`src/rtl/hazard_controller.sv`:
```
// Hazard controller for the 5-stage pipeline: operand forwarding, load-use stalls,
// branch squashing and a memory-wait freeze with stall counter and sticky timeout.
//
// state      | meaning
// -----------+--------------------------------------------------------------
// S_RUN      | normal issue; forwarding, load-use and branch flushes active
// S_MEM_WAIT | data-memory access pending; whole pipeline frozen until ack/timeout
module hazard_controller #(
    parameter int DATA_ADDR_W = 4,
    parameter int TIMEOUT     = 64,
    parameter int CNT_W       = 16
) (
    input  logic                   clk,
    input  logic                   rst,
    input  logic [DATA_ADDR_W-1:0] ra1_d,
    input  logic [DATA_ADDR_W-1:0] ra2_d,
    input  logic [DATA_ADDR_W-1:0] ra3_d,
    input  logic [DATA_ADDR_W-1:0] ra1_e,
    input  logic [DATA_ADDR_W-1:0] ra2_e,
    input  logic [DATA_ADDR_W-1:0] ra3_e,
    input  logic [DATA_ADDR_W-1:0] wa_e,
    input  logic [DATA_ADDR_W-1:0] wa_m,
    input  logic [DATA_ADDR_W-1:0] wa_w,
    input  logic                   reg_write_e,
    input  logic                   reg_write_m,
    input  logic                   reg_write_w,
    input  logic                   mem_read_e,
    input  logic                   branch_taken_e,
    input  logic                   mem_req_m,
    input  logic                   mem_ack,
    output logic [1:0]             forward_a_e,
    output logic [1:0]             forward_b_e,
    output logic [1:0]             forward_c_e,
    output logic                   stall_f,
    output logic                   stall_d,
    output logic                   stall_e,
    output logic                   stall_m,
    output logic                   flush_d,
    output logic                   flush_e,
    output logic                   flush_w,
    output logic [CNT_W-1:0]       stall_count,
    output logic                   mem_timeout
);

    localparam int WCNT_W = $clog2(TIMEOUT + 1);
    localparam logic [DATA_ADDR_W-1:0] PC_REG   = '1;
    localparam logic [WCNT_W-1:0]      WAIT_MAX = WCNT_W'(TIMEOUT - 1);

    typedef enum logic {S_RUN, S_MEM_WAIT} state_t;

    state_t            state_q, state_d;
    logic [WCNT_W-1:0] wcnt_q, wcnt_d;
    logic              timeout_q, timeout_d;
    logic [CNT_W-1:0]  stall_cnt_q, stall_cnt_d;

    logic ldstall;
    logic freeze_req;

    function automatic logic [1:0] fwd_sel(
        input logic [DATA_ADDR_W-1:0] ra,
        input logic                   rw_m,
        input logic [DATA_ADDR_W-1:0] a_m,
        input logic                   rw_w,
        input logic [DATA_ADDR_W-1:0] a_w
    );
        if (ra == PC_REG)            return 2'b00;
        else if (rw_m && a_m == ra)  return 2'b10;
        else if (rw_w && a_w == ra)  return 2'b01;
        else                         return 2'b00;
    endfunction

    assign ldstall = mem_read_e && reg_write_e && (wa_e != PC_REG) &&
                     ((wa_e == ra1_d) || (wa_e == ra2_d) || (wa_e == ra3_d));
    assign freeze_req = mem_req_m && !mem_ack;

    always_ff @(posedge clk) begin
        if (!rst) begin
            state_q     <= S_RUN;
            wcnt_q      <= '0;
            timeout_q   <= 1'b0;
            stall_cnt_q <= '0;
        end else begin
            state_q     <= state_d;
            wcnt_q      <= wcnt_d;
            timeout_q   <= timeout_d;
            stall_cnt_q <= stall_cnt_d;
        end
    end

    // wcnt_q counts stall cycles of the current access, including the entry cycle in S_RUN.
    always_comb begin
        state_d   = state_q;
        wcnt_d    = wcnt_q;
        timeout_d = timeout_q;
        case (state_q)
            S_RUN: begin
                if (freeze_req) begin
                    state_d = S_MEM_WAIT;
                    wcnt_d  = WCNT_W'(1);
                end
            end
            S_MEM_WAIT: begin
                if (mem_ack || !mem_req_m) begin
                    state_d = S_RUN;
                    wcnt_d  = '0;
                end else if (wcnt_q >= WAIT_MAX) begin
                    state_d   = S_RUN;
                    wcnt_d    = '0;
                    timeout_d = 1'b1;
                end else begin
                    wcnt_d = wcnt_q + WCNT_W'(1);
                end
            end
            default: begin
                state_d = S_RUN;
                wcnt_d  = '0;
            end
        endcase
        stall_cnt_d = (stall_f && stall_cnt_q != '1) ? stall_cnt_q + CNT_W'(1) : stall_cnt_q;
    end

    always_comb begin
        stall_f     = 1'b0;
        stall_d     = 1'b0;
        stall_e     = 1'b0;
        stall_m     = 1'b0;
        flush_d     = 1'b0;
        flush_e     = 1'b0;
        flush_w     = 1'b0;
        forward_a_e = 2'b00;
        forward_b_e = 2'b00;
        forward_c_e = 2'b00;
        if (!rst) begin
            flush_d = 1'b1;
            flush_e = 1'b1;
            flush_w = 1'b1;
        end else begin
            forward_a_e = fwd_sel(ra1_e, reg_write_m, wa_m, reg_write_w, wa_w);
            forward_b_e = fwd_sel(ra2_e, reg_write_m, wa_m, reg_write_w, wa_w);
            forward_c_e = fwd_sel(ra3_e, reg_write_m, wa_m, reg_write_w, wa_w);
            if (state_q == S_MEM_WAIT || freeze_req) begin
                stall_f = 1'b1;
                stall_d = 1'b1;
                stall_e = 1'b1;
                stall_m = 1'b1;
                flush_w = 1'b1;
            end else if (branch_taken_e) begin
                flush_d = 1'b1;
                flush_e = 1'b1;
            end else if (ldstall) begin
                stall_f = 1'b1;
                stall_d = 1'b1;
                flush_e = 1'b1;
            end
        end
    end

    assign stall_count = stall_cnt_q;
    assign mem_timeout = timeout_q;

endmodule

```
`config.mk`:
```
export PLATFORM = sky130hd
export DESIGN_NAME = hazard_controller
export DESIGN_NICKNAME = d
export VERILOG_FILES = /design/src/rtl/hazard_controller.sv
export SDC_FILE = /design/constraint.sdc
export NUM_CORES = 1
export LEC_CHECK = 0
export CORE_UTILIZATION = 43
export CTS_BUF_LIST = sky130_fd_sc_hd__clkbuf_2 sky130_fd_sc_hd__clkbuf_4 sky130_fd_sc_hd__clkbuf_8
export CTS_CLUSTER_DIAMETER = 120
export DETAILED_ROUTE_END_ITERATION = 10
export GPL_TIMING_DRIVEN = 0
export PLACE_DENSITY = 0.82
export SETUP_SLACK_MARGIN = 0.4
export SLEW_MARGIN = 20
export SYNTH_ARGS = -nofsm -noshare
export SYNTH_HDL_FRONTEND = slang
export SYNTH_SLANG_ARGS = --single-unit
export TNS_END_PERCENT = 5
```
`constraint.sdc`:
```
create_clock -name clk -period 2.2 [get_ports clk]
set_clock_uncertainty 0.1 [all_clocks]
set_input_delay 0.44 -clock clk [delete_from_list [all_inputs] [get_ports clk]]
set_output_delay 0.44 -clock clk [all_outputs]
set_load 0.005 [all_outputs]
```
==> results of run 1 <==
## cell usage in the layout (no fill, tap or decap), types with 5 or more instances in the layout
cell type and n:
nor2_1 11, clkdlybuf4s50_1 18, clkbuf_2 13, o31ai_1 5
nor4_4 6, xor2_2 8, xor2_4 7, a21oi_1 5
dfxtp_1 12, buf_6 10, dfxtp_2 9, nand4_1 11
o21ai_1 10, buf_2 16, buf_4 12, xor2_1 15
nand3_1 13, nand2_1 15, dlygate4sd2_1 8
## metal layers
layer  GRT usage  vias up  part of all wire
met5           0        -                 0
met4     0.09722        0             0.041
met3     0.02817       20             0.070
met2      0.4232      126              0.51
met1      0.3050      991              0.38
li1            -      957                 -
## critical path, delay by kind of cell
kind	cells	cell delay, ns
buf+inv	3	0.35
xor+xnor	1	0.20
simple gates	2	0.34
compound gates	1	0.36
## flip-flops by register name, indices dropped and copies added, names as in the netlist
register,cells
stall_count,16
wcnt_q,7
mem_timeout,1
state_q,1
## stage by stage
step                worst slack [ns]  instance area [sq um]  TNS [ns]  utilization
floorplan                     0.2197                   1712         0            -
global placement             -0.8665                   2502    -12.81       0.6684
detailed placement           -0.8988                   2502    -13.86       0.6684
CTS                         0.004594                   2723         0       0.7273
global route                -0.06828                   3048  -0.06828       0.8142
finish                      -0.03351                   3048  -0.03351       0.8142
## power by group through the flow
stage	clock network (mW)	logic, mW	registers (mW)
6_report	0.290	0.357	0.467
5_1_grt	0.312	0.376	0.468
4_1_cts	0.291	0.277	0.469
3_5_place_dp	0	0.253	0.479
3_3_place_gp	0	0.246	0.479
2_1_floorplan	0	0.101	0.477
## logic make-up (layout without fill, tap and decap cells)
| logic type | count (synthesis) | after routing | share of synthesized area |
|---|---|---|---|
| xor gates and xnor gates | 36 | 36 | 0.1847 |
| buffers and inverters | 11 | 99 | 0.03225 |
| and+or+nand+nor | 88 | 88 | 0.2669 |
| muxes | 2 | 2 | 0.01173 |
| DFF | 25 | 25 | 0.2933 |
| adders and majority gates | 2 | 2 | 0.01466 |
| AOI/OAI and AO/OA | 48 | 48 | 0.1965 |
## worst min path at each step
stage                               from             end  slack [ns]  cells after the start
final                     stall_count[5]  stall_count[5]        0.38                      1
after global routing      stall_count[5]  stall_count[5]        0.41                      1
after CTS                      wcnt_q[4]       wcnt_q[4]        0.39                      1
after detailed placement     mem_timeout     mem_timeout        0.36                      2
after global placement         wcnt_q[4]       wcnt_q[4]        0.37                      1
after floorplan                wcnt_q[4]       wcnt_q[4]        0.35                      1
## area by class of cell
cell class              instances  area [sq um]  share of cell area
plain buffers                   6         53.80             0.01765
clock buffers                   4         48.80             0.01601
well taps                      48         60.06             0.01970
repair buffers                 84         710.7              0.2332
inverters                       5         18.77            0.006158
flip-flops and latches         25         526.8              0.1728
multi-input cells             176          1629              0.5345
## what timing repair did
item / in CTS / in global routing
setup endpoints to repair: 33 / 44
hold buffers: 0 / 0
setup buffers: 10 / 1
pin swaps: 31 / 50
hold endpoints to repair: 0 / 0
resized for setup: 156 / 141
==> metrics, run 1 <==
internal power 0.7701 mW; Unique masters post-synth 44; CP max stage cell o311a_4; r2r worst-path depth 5; Pre-antenna DRT Iters 4; wire length per cell between 15 and 20 microns; global-route wire length before repair 8135 microns; Post-DP HPWL around 3600 microns; H-Tree Depth 1; antenna cell count 0; clk root buf clkbuf_8; DRC 0; Setup crit end kind output port; TritonCTS clock tree done; core area about 3700 sq um; Max-slew headroom 0.6337; share of layout cells above drive strength 1 0.4333; port buffer count 73; Final Hold Viols 0; Initial Utilization 0.4559; Yosys Warn Count 0; Worst EP arrival around 1.7 ns; power density over the cells roughly 370 nW/um^2; largest cells by area after synthesis dfxtp_1, xor2_1, nand3_1; register share of total power 0.419; leakage roughly 1.2 nW; antenna violations before repair 0; synth cell count leaders xor2_1, dfxtp_1, nor2_1; Post-Syn Area per Cell 8.050 sq um; combinational power share 0.321; CP Launch Type primary input; failing checks negative setup slack; Via Count ~2100; Tmin final around 2.2 ns; Die Area around 4200 sq um; drt first-iter violations approximately 170; final worst setup slack -0.03351 ns; area fraction of the dominant cell type after synthesis 0.2933; WS Path Type in2out; area overhead of the layout relative to synthesis 78.59%; Max VDD drop approximately 0.26 mV; gate count after technology mapping ~210; final WL roughly 6500 microns; mean number of vias per cell between 6 and 7; clock power share 0.260; Placed Cells between 300 and 400; Detail Route Antenna Nets 0; FMAX 447.7 MHz; Hold/Removal Path Class reg2reg; area of the mapped netlist 1707 sq um; RSZ-0062 raised after global routing yes; # nets final approximately 350; Final Non-Filler Cells around 350; Num Clock Sinks 25; largest net degree at the start of global routing 14; vias in the first global route 1776; Clock Latency Late Sink 0.27 ns; syn nets 259; FF-to-FF End stall_count[13]; Critical R2R Launch stall_count[4]; CP endpoint stall_f; Worst-Margin Slew 0.5495 ns; Post-synth EDFFs 0; most area-hungry cell type in the Yosys netlist dfxtp_1; status finished, violations left; Fill cells between 200 and 250; Die X 65 microns; GPL Wtd Cong slightly below 0.8; post-synthesis async set-or-reset flop share 0; Hold WS about 0.38 ns; CP most frequent cell buf_6; Setup crit start ra1_d[0]; critical-path cell list buf_2 > xor2_4 > nor4_4 > o311a_4 > or2_4 > buf_6 > buf_6; most numerous cell in the Yosys netlist xor2_1; # rows 22; Slew Viols, Final 0; R2R setup slack 0.21 ns; Final period util 1.015; clk slew on worst S/H paths roughly 0.08 ns; Main synth FF type dfxtp_1; CP max FO 3; Clock Path Buffers 2; # IOs 75; sw frac 0.3090; sw power ~0.34 mW; Tot Pwr roughly 1.1 mW; Die Span Y between 60 and 70 microns; sequential fraction of the synthesis area 0.2933; CTS Buf Count 3; register bit total from synthesis 25; # Max-Cap Violations 0; Req. time, crit path approximately 1.7 ns; slowest cell delay on critical path approximately 0.36 ns; gr ovfl total 0; gr usage total 0.2445; Setup Viol. Count Final 1
No activity file was read; power rests on OpenSTA's default activity.
==> run 2: changes to the inputs <==
--- a/config.mk
+++ b/config.mk
@@ -7,7 +7,6 @@
 export LEC_CHECK = 0
 export CORE_UTILIZATION = 43
 export CTS_BUF_LIST = sky130_fd_sc_hd__clkbuf_2 sky130_fd_sc_hd__clkbuf_4 sky130_fd_sc_hd__clkbuf_8
-export CTS_CLUSTER_DIAMETER = 120
 export DETAILED_ROUTE_END_ITERATION = 10
 export GPL_TIMING_DRIVEN = 0
 export PLACE_DENSITY = 0.82
==> results of run 2 <==
The final DEF is identical to that of run 1; final timing and power are the same.
